--- config.mk ---
export PLATFORM = sky130hd
export DESIGN_NAME = roulette_ctrl_flat
export DESIGN_NICKNAME = d
export VERILOG_FILES = /design/src/rtl/roulette_ctrl_if.sv /design/src/rtl/roulette_ctrl.sv /design/src/flat_wrapper.sv
export SDC_FILE = /design/constraint.sdc
export NUM_CORES = 1
export LEC_CHECK = 0
export CORE_UTILIZATION = 25
export CTS_BUF_LIST = sky130_fd_sc_hd__clkbuf_16
export DETAILED_ROUTE_END_ITERATION = 6
export PLACE_DENSITY = 0.36
export SETUP_SLACK_MARGIN = 0.1
export SYNTH_ARGS = -nofsm -noshare
export SYNTH_HDL_FRONTEND = slang
export SYNTH_SLANG_ARGS = --single-unit
--- constraint.sdc ---
create_clock -name CLOCK_50 -period 9.3 [get_ports CLOCK_50]
set_input_delay 1.86 -clock CLOCK_50 [delete_from_list [all_inputs] [get_ports CLOCK_50]]
set_output_delay 1.86 -clock CLOCK_50 [all_outputs]
set_load 0.01 [all_outputs]
--- src/rtl/roulette_ctrl_if.sv ---
// Switch-side inputs and LED/HEX-side outputs of the roulette sequencer.
// The slave modport belongs to the sequencer; the master drives start/stop_req.
interface roulette_ctrl_if;
  logic       start;
  logic       stop_req;
  logic [3:0] led;
  logic [6:0] hex;
  logic       busy;
  logic       result_valid;
  logic       done;

  modport master (
    output start, stop_req,
    input  led, hex, busy, result_valid, done
  );

  modport slave (
    input  start, stop_req,
    output led, hex, busy, result_valid, done
  );
endinterface

--- src/rtl/roulette_ctrl.sv ---
// 4-position LED roulette sequencer: spin at a fixed period, decelerate
// with a growing period after a stop request, then hold the result.
module roulette_ctrl #(
  parameter int unsigned PW          = 32,
  parameter int unsigned BASE_PERIOD = 2500000,
  parameter int unsigned PERIOD_INC  = 1250000,
  parameter int unsigned DECEL_STEPS = 8,
  parameter int unsigned HOLD_CYCLES = 50000000
) (
  input  logic             CLOCK_50,
  input  logic             rst,
  roulette_ctrl_if.slave   bus
);

  typedef enum logic [1:0] {IDLE, SPIN, DECEL, SHOW} state_e;

  localparam int unsigned   DW         = (DECEL_STEPS > 1) ? $clog2(DECEL_STEPS) : 1;
  localparam logic [PW-1:0] BASE_P     = PW'(BASE_PERIOD);
  localparam logic [PW-1:0] INC_P      = PW'(PERIOD_INC);
  localparam logic [PW-1:0] HOLD_LAST  = PW'(HOLD_CYCLES - 1);
  localparam logic [DW-1:0] DSTEP_LAST = DW'(DECEL_STEPS - 1);

  function automatic logic [PW-1:0] sat_add(input logic [PW-1:0] a, input logic [PW-1:0] b);
    logic [PW:0] sum;
    sum = {1'b0, a} + {1'b0, b};
    return sum[PW] ? '1 : sum[PW-1:0];
  endfunction

  function automatic logic [6:0] hex_enc(input logic [1:0] p);
    case (p)
      2'd0:    return 7'b1000000;
      2'd1:    return 7'b1111001;
      2'd2:    return 7'b0100100;
      default: return 7'b0110000;
    endcase
  endfunction

  state_e        state_q, state_d;
  logic [1:0]    pos_q, pos_d;
  logic [PW-1:0] cnt_q, cnt_d;
  logic [PW-1:0] period_q, period_d;
  logic [DW-1:0] dstep_q, dstep_d;
  logic          start_q, start_d;
  logic          stop_q, stop_d;
  logic          result_valid_q, result_valid_d;
  logic          done_q, done_d;

  logic rise_start, rise_stop, step;

  assign rise_start = bus.start & ~start_q;
  assign rise_stop  = bus.stop_req & ~stop_q;
  assign step       = (cnt_q == period_q - PW'(1));

  always_comb begin
    state_d        = state_q;
    pos_d          = pos_q;
    cnt_d          = cnt_q;
    period_d       = period_q;
    dstep_d        = dstep_q;
    start_d        = bus.start;
    stop_d         = bus.stop_req;
    result_valid_d = result_valid_q;
    done_d         = 1'b0;

    case (state_q)
      IDLE: begin
        if (rise_start) begin
          state_d        = SPIN;
          cnt_d          = '0;
          period_d       = BASE_P;
          result_valid_d = 1'b0;
        end
      end
      SPIN: begin
        if (step) begin
          pos_d = pos_q + 2'd1;
          cnt_d = '0;
        end else begin
          cnt_d = cnt_q + PW'(1);
        end
        // The partial period is dropped: deceleration restarts the count.
        if (rise_stop) begin
          state_d  = DECEL;
          cnt_d    = '0;
          period_d = sat_add(BASE_P, INC_P);
          dstep_d  = '0;
        end
      end
      DECEL: begin
        if (step) begin
          pos_d    = pos_q + 2'd1;
          cnt_d    = '0;
          dstep_d  = dstep_q + DW'(1);
          period_d = sat_add(period_q, INC_P);
          if (dstep_q == DSTEP_LAST) begin
            state_d        = SHOW;
            done_d         = 1'b1;
            result_valid_d = 1'b1;
          end
        end else begin
          cnt_d = cnt_q + PW'(1);
        end
      end
      SHOW: begin
        if (cnt_q == HOLD_LAST) begin
          state_d = IDLE;
          cnt_d   = '0;
        end else begin
          cnt_d = cnt_q + PW'(1);
        end
      end
      default: state_d = IDLE;
    endcase
  end

  // Edge-detect history resets high so a level held through reset never fires.
  always_ff @(posedge CLOCK_50) begin
    if (rst) begin
      state_q        <= IDLE;
      pos_q          <= 2'd0;
      cnt_q          <= '0;
      period_q       <= BASE_P;
      dstep_q        <= '0;
      start_q        <= 1'b1;
      stop_q         <= 1'b1;
      result_valid_q <= 1'b0;
      done_q         <= 1'b0;
    end else begin
      state_q        <= state_d;
      pos_q          <= pos_d;
      cnt_q          <= cnt_d;
      period_q       <= period_d;
      dstep_q        <= dstep_d;
      start_q        <= start_d;
      stop_q         <= stop_d;
      result_valid_q <= result_valid_d;
      done_q         <= done_d;
    end
  end

  assign bus.led          = 4'b0001 << pos_q;
  assign bus.hex          = hex_enc(pos_q);
  assign bus.busy         = (state_q == SPIN) || (state_q == DECEL);
  assign bus.result_valid = result_valid_q;
  assign bus.done         = done_q;

endmodule

--- src/flat_wrapper.sv ---
// flat-port wrapper written by rule: the top's interface ports become plain ports
module roulette_ctrl_flat 
#(
  parameter int unsigned PW          = 32,
  parameter int unsigned BASE_PERIOD = 2500000,
  parameter int unsigned PERIOD_INC  = 1250000,
  parameter int unsigned DECEL_STEPS = 8,
  parameter int unsigned HOLD_CYCLES = 50000000
)
  (CLOCK_50, rst, bus_start, bus_stop_req, bus_led, bus_hex, bus_busy, bus_result_valid, bus_done);
  roulette_ctrl_if bus_i ();
  input  logic CLOCK_50;
  input  logic rst;
  input wire logic [$bits(bus_i.start)-1:0] bus_start;
  input wire logic [$bits(bus_i.stop_req)-1:0] bus_stop_req;
  output wire logic [$bits(bus_i.led)-1:0] bus_led;
  output wire logic [$bits(bus_i.hex)-1:0] bus_hex;
  output wire logic [$bits(bus_i.busy)-1:0] bus_busy;
  output wire logic [$bits(bus_i.result_valid)-1:0] bus_result_valid;
  output wire logic [$bits(bus_i.done)-1:0] bus_done;
  assign bus_i.start = bus_start;
  assign bus_i.stop_req = bus_stop_req;
  assign bus_led = bus_i.led;
  assign bus_hex = bus_i.hex;
  assign bus_busy = bus_i.busy;
  assign bus_result_valid = bus_i.result_valid;
  assign bus_done = bus_i.done;
  roulette_ctrl #(.PW(PW), .BASE_PERIOD(BASE_PERIOD), .PERIOD_INC(PERIOD_INC), .DECEL_STEPS(DECEL_STEPS), .HOLD_CYCLES(HOLD_CYCLES)) u_core (.CLOCK_50(CLOCK_50), .rst(rst), .bus(bus_i));
endmodule
# Word level (Yosys, flattened, before mapping)
# Cells that the tools add are included.
# op_classes
add_sub_neg	5
eq_ne	13
n_shift	1
muxes	25
bitwise_logic	6
n_reduce_logical	13
# ops
operator	count
2-to-1 mux 32 bit	8
one-hot mux 32 bit (4 select lines)	1
one-hot mux 32 bit (3 select lines)	1
adder 32 x 21 -> 33 bit (second input constant)	1
adder 32 x 1 -> 32 bit (second input constant)	1
equality test 32 x 26 -> 1 bit (second input constant)	1
equality test 32 bit	1
subtractor 32 x 1 -> 32 bit (second input constant)	1
one-hot mux 7 bit (3 select lines)	1
2-to-1 mux 2 bit	5
!= test 2 x 1 -> 1 bit (second input constant)	5
one-hot mux 2 bit (4 select lines)	1
AND reduction 4 bit	2
equality test 2 bit (second input constant)	3
2-to-1 mux 3 bit	2
one-hot mux 3 bit (2 select lines)	1
AND reduction 5 bit	1
equality test 2 x 1 -> 1 bit (second input constant)	2
zero test 2 bit	2
2-to-1 mux 1 bit	4
inverter 1 bit	4
nonzero test 2 bit	2
left shift 1 x 2 -> 4 bit (first input constant)	1
adder 3 x 1 -> 3 bit (second input constant)	1
10 further kinds	11
# totals
regBits	75
input_bits	4
wordCells	72

# Logic depth before layout (Yosys ltp)
# Gate-level depths: netlist (run 1).
# depth
ltp_word	5
ltp_mapped	14

# Worst setup path after synthesis (run 1)
# OpenSTA, ideal clock, no wires.
# synth_timing
path_kind	reg2reg
startpoint	reg u_core.period_q[15]
endpoint	reg u_core.cnt_q[23]
arrival_time_ps	3426
slack_ps	5750
stages_incl_launch_ff	13
n_path_buf	3
period_less_slack_ps	3550
cell_sequence	dfxtp_1 buf_6 or4_4 or4_1 nor4_1 xnor2_1 nand3_1 or4_4 o31a_1 buf_2 buf_2 a31oi_1 o22ai_1
# synth_via
elab_chain_cells	5
# synth_lines
item	line	source
start: declaration	roulette_ctrl.sv:41	logic [PW-1:0] period_q, period_d;
start signal: assignment	roulette_ctrl.sv:132	period_q <= period_d;
subtractor 32 x 1 -> 32 bit *	roulette_ctrl.sv:52	assign step = (cnt_q == period_q - PW'(1));
equality test 32 bit *	roulette_ctrl.sv:52	
2-to-1 mux 32 bit *	roulette_ctrl.sv:75, roulette_ctrl.sv:90	
2-to-1 mux 32 bit	roulette_ctrl.sv:82	if (rise_stop) begin
one-hot mux 32 bit (4 select lines) *	roulette_ctrl.sv:65	case (state_q)
end signal: assignment	roulette_ctrl.sv:131	cnt_q <= cnt_d;
end: declaration	roulette_ctrl.sv:40	logic [PW-1:0] cnt_q, cnt_d;
# Mark *: on every way between the ends. The rest lies on a longest branch, timed or not.
# A chain may end at the register's enable or synchronous reset.

# Worst setup path in the final report (run 1)
# layout_timing
startpoint	in bus_stop_req
endpoint	reg u_core.period_q[30]
# layout_via
elab_chain_cells	3
# layout_lines
item	line	source
start: declaration	flat_wrapper.sv:15	input wire logic [$bits(bus_i.stop_req)-1:0] bus_stop_req;
AND 1 bit	roulette_ctrl.sv:51	assign rise_stop = bus.stop_req & ~stop_q;
!= test 2 x 1 -> 1 bit (no source line)	n/a	
AND reduction 4 bit (no source line)	n/a	
# No other way between the ends.

==> run_results.csv, run 1 <==
group,metric,value,unit
status,status,"finished clean",
worst_hold_path,hold_path_class,"flop to flop",
sta,hold_ws,0.493,ns
sta,slew_viol_final,0,
place,numPortBuffers,16,
clock_network,cts_buffer_depth,2,
drt,dr_wl_met2,8890,microns
clock_network,htree_levels,3,
synthesis,syn-cell-area,0.00559,sq mm
pwr,switching_share,0.450,
setup_path,crit_arrival,4.74,ns
synthesis,synth_area_per_cell,7.44,sq um
place,place_hpwl,14000,microns
pwr,internal-power,0.000690,W
clock_network,cts_tree,"yes",
drt,drt_first_pass_iters,5,
finish,syn2layout_area_growth,10.1,%
setup_path,worstSetupStartpointType,"primary input",
drt,wl_per_cell,19.2,microns
clock_network,cts.repair.resized,0,
sta,worst_pin_slew,1.12,ns
grt,overflow,0,
drt,vias_per_cell,5.57,
floorplan,pin_count,18,
sta,max_slew_margin,0.247,
clock_network,cts_root_buf,"clkbuf_16",
clock_network,clkSinkCount,72,
run,maxCapViolCount,0,
pwr,power_frac_clock,0.253,
finish,final_cell_mix,"72 x nand2_1, 72 x dfxtp_1, 70 x nor2_1",
sta,clock.fmax,0.222,GHz
drt,routed_wl,19400,microns
setup_path,endpoint_kind,"flop",
drt,routed.top_layer,"met4",
synthesis,synth_cell_types,76,
clock_network,postCtsSetupBuffers,0,
synthesis,synth-async-reset-ratio,0,
finish,num-fill-cells,2452,
grt,grt_pass1_vias,5228,
drt,drt-met1-wl,9140,microns
synthesis,ys_seq_elements,72,
floorplan,die_w,152,microns
drt,num_vias,5633,
sta,post-route-period-util,0.484,
synthesis,ys_warn_count,0,
floorplan,die-area,0.0230,sq mm
grt,gr-usage-all-layers,0.175,
synthesis,postSynthNetCount,773,
floorplan,core,0.0219,sq mm
drt,drc,0,
pwr,power_frac_seq,0.342,
sta,hold_viol,0,
setup_path,crit_type,"primary input to flop",
sta,period_needed,4.50,ns
grt,grt_pass1_wl,30200,microns
clock_network,postCtsHoldBufs,0,
drt,wl_met3,882,microns
clock_network,insertion_delay,0.35,ns
floorplan,die_y,152,microns
floorplan,core.rowCount,54,
synthesis,synth_edf_count,0,
sta,clock_skew,0.0113,ns
sta,setup_viol,0,
finish,utilization,0.281,
drt,ant_nets,0,
pwr,p_sw,0.000564,W
setup_path,worst-endpoint-required,9.54,ns
sta,tns,0,ns
finish,diodes,0,
setup_path,crit_path_max_fanout,11,
finish,layout-drive-gt1-share,0.0739,
synthesis,synth-seq-area-share,0.258,
clock_network,clk_pin_slew,0.06,ns
place,gp_congestion,0.820,
sta,rsz0062_at_grt,"false",
grt,antenna_found_initial,0,
floorplan,start_util,0.255,
pwr,p_leak,2.04,nW
drt,drtIter0Drc,293,
synthesis,syn_inst,751,
pwr,ir_drop,82.4,uV
grt,grt_max_degree,51,
clock_network,numCtsBuffers,9,
pwr,combPwrFrac,0.406,
finish,final_nets,749,
synthesis,synth-main-ff-cell,"dfxtp_1",
pwr,powerDensity,204,mW/mm^2
through the flow:
step	setup WS [ns]	std cells	power [W]	instance area (sq um)
6_report	4.80	1011	0.00125	6160
3_3_place_gp	4.55	996	0.000934	5900
5_1_grt	4.44	1011	0.00133	6160
2_1_floorplan	5.75	751	0.000782	5590
4_1_cts	4.78	1011	0.00126	6160
3_5_place_dp	4.40	996	0.000935	5900
routing by layer:
metal | global-route usage | vias to the layer above
met1 | 0.237 | 2731
met5 | 0 | -
met3 | 0.0281 | 27
met4 | 0.0703 | 0
met2 | 0.276 | 155
li1 | - | 2720
worst max-delay path, cell delays in order:
cell and delay, ns:
clkdlybuf4s50_1 0.45, inv_1 0.04, o21ai_0 0.41, inv_1 0.14
nor3_1 0.92, a21oi_1 0.58, o21a_1 0.32
flip-flops by register name (all words and copies together), names as in the netlist, 2 cells and up:
name and flops:
u_core.period_q 29, u_core.cnt_q 32, u_core.dstep_q 3, u_core.pos_q 2, u_core.state_q 2
final timing paths:
check,to,slack [ns],startpoint,depth (start not counted)
setup / recovery,u_core.period_q[30]$_SDFFE_PP0P_,4.80,bus_stop_req,7
hold / removal,u_core.dstep_q[2]$_SDFFE_PP0P_,0.49,u_core.dstep_q[2]$_SDFFE_PP0P_,2
setup reg to reg,u_core.cnt_q[20]$_SDFFE_PP0P_,4.80,u_core.period_q[5]$_SDFFE_PP1P_,12
hold reg to reg,u_core.dstep_q[2]$_SDFFE_PP0P_,0.49,u_core.dstep_q[2]$_SDFFE_PP0P_,2
final cells by class:
| type | count | area, sq um | share of cell area |
|---|---|---|---|
| repair buffers | 24 | 220 | 0.0358 |
| inverters | 28 | 105 | 0.0171 |
| flip-flops and latches | 72 | 1440 | 0.234 |
| multi-input cells | 592 | 3780 | 0.615 |
| well taps | 280 | 350 | 0.0569 |
| clock inverters | 6 | 28.8 | 0.00467 |
| clock buffers | 9 | 225 | 0.0366 |
synth_stat cells, types with 13 or more instances:
cell type,number,area (sq um)
nand4_1,19,119
xnor2_1,26,228
nand3_1,50,250
xor2_1,17,149
nor3_1,26,130
dfxtp_1,72,1440
o21ai_0,25,125
inv_1,27,101
nand2_1,72,270
a21o_1,13,97.6
and3_1,13,81.3
nor2_1,70,263
a21oi_1,33,165
ha_1,18,225
clkbuf_1,39,146
a31oi_1,43,269
power groups by stage:
| stage | clock (W) | combinational, W | sequential, W |
|---|---|---|---|
| 6_report | 0.000317 | 0.000509 | 0.000428 |
| 5_1_grt | 0.000339 | 0.000556 | 0.000433 |
| 4_1_cts | 0.000327 | 0.000507 | 0.000425 |
| 3_5_place_dp | 0 | 0.000503 | 0.000432 |
| 3_3_place_gp | 0 | 0.000502 | 0.000432 |
| 2_1_floorplan | 0 | 0.000421 | 0.000361 |
cell families after synthesis:
family	count (synthesis)	synth area share
fa+ha+maj	18	0.0403
buf+inv	87	0.0662
flops	72	0.258
compound gates	192	0.238
other cells	1	0.000671
mux	6	0.0107
simple gates	331	0.316
xor+xnor	44	0.0703
(Power assumes the default switching activity.)
==> run 2: changes to the inputs <==
Clock period 9.3 ns to 4.5 ns, I/O delays scaled along.
==> run_results.csv, run 2 (synthesis gave the netlist of run 1 again) <==
group,metric,value,unit
status,status,"finished clean",
setup_path,crit_arrival,4.25,ns
grt,antenna_found_initial,0,
clock_network,cts.repair.resized,0,
run,maxCapViolCount,0,
finish,layout-drive-gt1-share,0.0987,
setup_path,path_cells,"or4_4 -> or4_1 -> nor4_1 -> xnor2_1 -> nand3_1 -> nor4_1 -> a31oi_2 -> o311ai_0 -> o41ai_1",
setup_path,crit_type,"flop to flop",
floorplan,core.rowCount,54,
drt,vias_per_cell,5.48,
place,dp.cells,1014,
grt,grt_pass1_vias,5235,
drt,wl_per_cell,19.0,microns
clock_network,cts_root_buf,"clkbuf_16",
finish,num-fill-cells,2408,
worst_hold_path,hold_path_class,"flop to flop",
pwr,powerDensity,430,mW/mm^2
setup_path,endpoint_kind,"flop",
clock_network,cts_tree,"yes",
floorplan,pin_count,18,
floorplan,die-area,0.0230,sq mm
clock_network,numCtsBuffers,9,
finish,multi_input_area,0.00378,sq mm
sta,clock.fmax,0.248,GHz
sta,slew_viol_final,0,
floorplan,die_y,152,microns
floorplan,die_w,152,microns
clock_network,htree_levels,3,
clock_network,clkSinkCount,72,
sta,post-route-period-util,0.896,
floorplan,start_util,0.255,
sta,max_slew_margin,0.286,
place,gp_congestion,0.848,
finish,final_nets,767,
setup_path,worst-endpoint-required,4.72,ns
floorplan,core,0.0219,sq mm
sta,setup_viol,0,
setup_path,path_delay_family,"simple AND/OR/NAND/NOR gates",
sta,rsz0062_at_grt,"false",
finish,seq_area,0.00144,sq mm
drt,num_vias,5643,
clock_network,clk_pin_slew,0.06,ns
drt,drt_first_pass_iters,4,
drt,routed_wl,19600,microns
sta,period_needed,4.03,ns
clock_network,insertion_delay,0.35,ns
drt,drc,0,
setup_path,max_stage_delay,0.59,ns
finish,diodes,0,
place,place_hpwl,14600,microns
clock_network,postCtsSetupBuffers,0,
setup_path,crit_path_top_delay_cell,"or4_1",
sta,hold_viol,0,
setup_path,crit_buf_inv,0,
drt,ant_nets,0,
finish,instances_no_fill,1030,
place,numPortBuffers,16,
finish,utilization,0.289,
grt,grt_max_degree,50,
pwr,ir_drop,176,uV
grt,grt_pass1_wl,31300,microns
clock_network,cts_buffer_depth,2,
finish,syn2layout_area_growth,13.2,%
finish,largest_reg_flops,32,
grt,gr-usage-all-layers,0.181,
setup_path,cpMostUsedCell,"nor4_1",
finish,top_register,"u_core.cnt_q",
finish,reg_top3,"u_core.cnt_q: 32 flops, u_core.period_q: 29 flops, u_core.dstep_q: 3 flops",
setup_path,worstSetupStartpointType,"flop",
finish,final_cell_mix,"72 x nand2_1, 72 x dfxtp_1, 70 x nor2_1",
grt,overflow,0,
sta,worst_pin_slew,1.07,ns
sta,clock_skew,0.0101,ns
clock_network,postCtsHoldBufs,0,
drt,drtIter0Drc,353,
setup_path,crit_path_max_fanout,16,
sta,tns,0,ns
pwr,p_leak,2.15,nW
run 2: cell count changes in the layout (fill, tap and decap cells not counted):
cell / delta
buf_4: +18
bufinv_16: +1
clkinv_1: -1
clkinv_4: +1
run 2: where the power goes:
| part | total (W) | switching, W | internal (W) |
|---|---|---|---|
| Sequential | 0.000833 | 0.000138 | 0.000695 |
| Clock | 0.000729 | 0.000305 | 0.000425 |
| Combinational | 0.00116 | 0.000751 | 0.000405 |
run 2: stage by stage:
| stage | hold slack, ns | total power [W] | setup WS [ns] | area [sq um] |
|---|---|---|---|---|
| after floorplan | 0.458 | 0.00162 | 0.950 | 5590 |
| after global placement | 0.481 | 0.00199 | 0.674 | 6040 |
| after detailed placement | 0.489 | 0.00198 | 0.503 | 6040 |
| after CTS | 0.497 | 0.00273 | 0.503 | 6330 |
| after global routing | 0.533 | 0.00288 | 0.273 | 6330 |
| final | 0.494 | 0.00272 | 0.469 | 6330 |
run 2: layout make-up:
| type | count | share of cell area |
|---|---|---|
| inverter | 28 | 0.0166 |
| timing repair buffer | 42 | 0.0562 |
| sequential | 72 | 0.228 |
| clock buffer | 9 | 0.0356 |
| tap | 280 | 0.0554 |
| multi-input combinational | 592 | 0.598 |
| clock inverter | 7 | 0.0101 |
run 2: final timing paths:
check,start,end,slack (ns),depth (start not counted)
max reg2reg,u_core.period_q[15]$_SDFFE_PP0P_,u_core.period_q[2]$_SDFFE_PP0P_,0.47,9
min,u_core.dstep_q[2]$_SDFFE_PP0P_,u_core.dstep_q[2]$_SDFFE_PP0P_,0.49,2
min reg2reg,u_core.dstep_q[2]$_SDFFE_PP0P_,u_core.dstep_q[2]$_SDFFE_PP0P_,0.49,2
max,u_core.period_q[15]$_SDFFE_PP0P_,u_core.period_q[2]$_SDFFE_PP0P_,0.47,9
run 2: tightest hold or removal path, delay by kind of cell (launching register included):
family         cells  cell delay [ns]
AO/OA/AOI/OAI      2             0.14
flip-flops         1             0.31
run 2: metal layers:
layer	up-vias	routed length, microns	track usage
met3	23	921	0.0293
met4	0	428	0.0604
met2	142	8720	0.284
li1	2763	-	-
met1	2715	9540	0.250
met5	-	0	0
==> run 3: changes to the inputs <==
==> constraint.sdc (replaced) <==
create_clock -name CLOCK_50 -period 4.5 [get_ports CLOCK_50]
set_input_delay 1.125 -clock CLOCK_50 [delete_from_list [all_inputs] [get_ports CLOCK_50]]
set_output_delay 1.125 -clock CLOCK_50 [all_outputs]
set_load 0.01 [all_outputs]
==> run_results.csv, run 3 (synthesis gave the netlist of run 1 again) <==
group,metric,value,unit
pwr,ir_drop,170,uV
floorplan,pin_count,18,
clock_network,insertion_delay,0.35,ns
clock_network,clk_pin_slew,0.06,ns
sta,worst_pin_slew,0.975,ns
finish,final_cell_mix,"72 x nand2_1, 72 x dfxtp_1, 70 x nor2_1",
drt,vias_per_cell,5.45,
drt,num_vias,5600,
finish,instances_no_fill,1028,
floorplan,core,0.0219,sq mm
setup_path,crit_path_max_fanout,16,
clock_network,cts_buffer_depth,2,
grt,antenna_found_initial,1,
clock_network,numCtsBuffers,9,
clock_network,htree_levels,3,
sta,fin_ws,0.498,ns
drt,ant_nets,0,
place,dp.cells,1012,
grt,grt_pass1_vias,5229,
clock_network,cts.repair.resized,0,
floorplan,die-area,0.0230,sq mm
finish,diodes,0,
drt,drc,0,
grt,overflow,0,
finish,utilization,0.287,
finish,layout-drive-gt1-share,0.0936,
clock_network,postCtsSetupBuffers,0,
clock_network,postCtsHoldBufs,0,
sta,clock.fmax,0.250,GHz
place,dp_slack,0.519,ns
drt,wl_per_cell,19.3,microns
grt,grt_pass1_wl,31000,microns
pwr,combPwrFrac,0.439,
setup_path,endpoint_kind,"flop",
drt,drtIter0Drc,375,
clock_network,cts_root_buf,"clkbuf_16",
sta,post-route-period-util,0.889,
finish,final_nets,765,
sta,rsz0062_at_grt,"false",
sta,max_slew_margin,0.350,
drt,drt_first_pass_iters,5,
sta,setup_viol,0,
drt,routed_wl,19800,microns
pwr,powerDensity,423,mW/mm^2
floorplan,start_util,0.255,
finish,reg_top3,"u_core.cnt_q: 32 flops, u_core.period_q: 29 flops, u_core.dstep_q: 3 flops",
place,place_hpwl,14800,microns
sta,hold_viol,0,
finish,syn2layout_area_growth,12.3,%
floorplan,die_w,152,microns
clock_network,cts_tree,"yes",
sta,clock_skew,0.00847,ns
setup_path,crit_type,"flop to flop",
pwr,power_frac_clock,0.248,
clock_network,clkSinkCount,72,
grt,gr-usage-all-layers,0.180,
setup_path,crit_arrival,4.21,ns
floorplan,die_y,152,microns
worst_hold_path,hold_path_class,"flop to flop",
pwr,fin_total_pwr,0.00266,W
finish,top_register,"u_core.cnt_q",
setup_path,worstSetupStartpointType,"flop",
place,numPortBuffers,16,
pwr,internal-power,0.00147,W
sta,tns,0,ns
pwr,switching_share,0.447,
pwr,power_frac_seq,0.313,
floorplan,core.rowCount,54,
grt,grt_max_degree,50,
run,maxCapViolCount,0,
finish,largest_reg_flops,32,
sta,period_needed,4.00,ns
pwr,p_sw,0.00119,W
setup_path,worst-endpoint-required,4.71,ns
status,status,"finished clean",
sta,slew_viol_final,0,
pwr,p_leak,2.13,nW
place,gp_congestion,0.870,
==> run 3: cell count changes in the layout (fill, tap and decap cells not counted) <==
cell       change
buf_4          -2
bufinv_16      -1
clkinv_4       -1
inv_1          +2
==> run 3: per-layer routing <==
layer / GRT usage / share of wire
met4: 0.0594 / 0.018
met2: 0.286 / 0.45
met3: 0.0338 / 0.053
met5: 0 / 0
met1: 0.244 / 0.48
==> run 3: stage by stage <==
step                      hold WS [ns]  cell area, sq um
after floorplan                  0.458              5590
after global placement           0.475              6020
after detailed placement         0.485              6020
after CTS                        0.493              6280
after global routing             0.514              6280
final                            0.499              6280
==> run 3: worst paths after layout <==
check	end	slack (ns)	start	cells past startpoint
max	u_core.period_q[20]$_SDFFE_PP0P_	0.50	u_core.period_q[15]$_SDFFE_PP0P_	9
max reg2reg	u_core.period_q[20]$_SDFFE_PP0P_	0.50	u_core.period_q[15]$_SDFFE_PP0P_	9
min	u_core.dstep_q[2]$_SDFFE_PP0P_	0.50	u_core.dstep_q[2]$_SDFFE_PP0P_	2
min reg2reg	u_core.dstep_q[2]$_SDFFE_PP0P_	0.50	u_core.dstep_q[2]$_SDFFE_PP0P_	2
==> run 3: final cells by class <==
cell class / instances / area, sq um
flip-flops and latches: 72 / 1440
clock buffers: 9 / 225
fillers: 2414 / 15600
clock inverters: 7 / 32.5
well taps: 280 / 350
inverters: 28 / 105
multi-input cells: 592 / 3780
repair buffers: 40 / 340
==> run 3: power groups by stage <==
stage          logic (W)  clock network, W  registers (W)
2_1_floorplan   0.000869                 0       0.000746
3_3_place_gp     0.00116                 0       0.000839
3_5_place_dp     0.00116                 0       0.000837
4_1_cts          0.00117          0.000684       0.000824
5_1_grt          0.00129          0.000706       0.000839
6_report         0.00117          0.000659       0.000830
==> run 3: worst max-delay path: stages (launching register included) <==
cell and delay, ns:
dfxtp_1 0.41, or4_4 0.58, or4_1 0.58, nor4_1 0.35, xnor2_1 0.19, nand3_1 0.12
nor4_1 0.54, a31oi_2 0.46, o311ai_0 0.48, o41ai_1 0.13
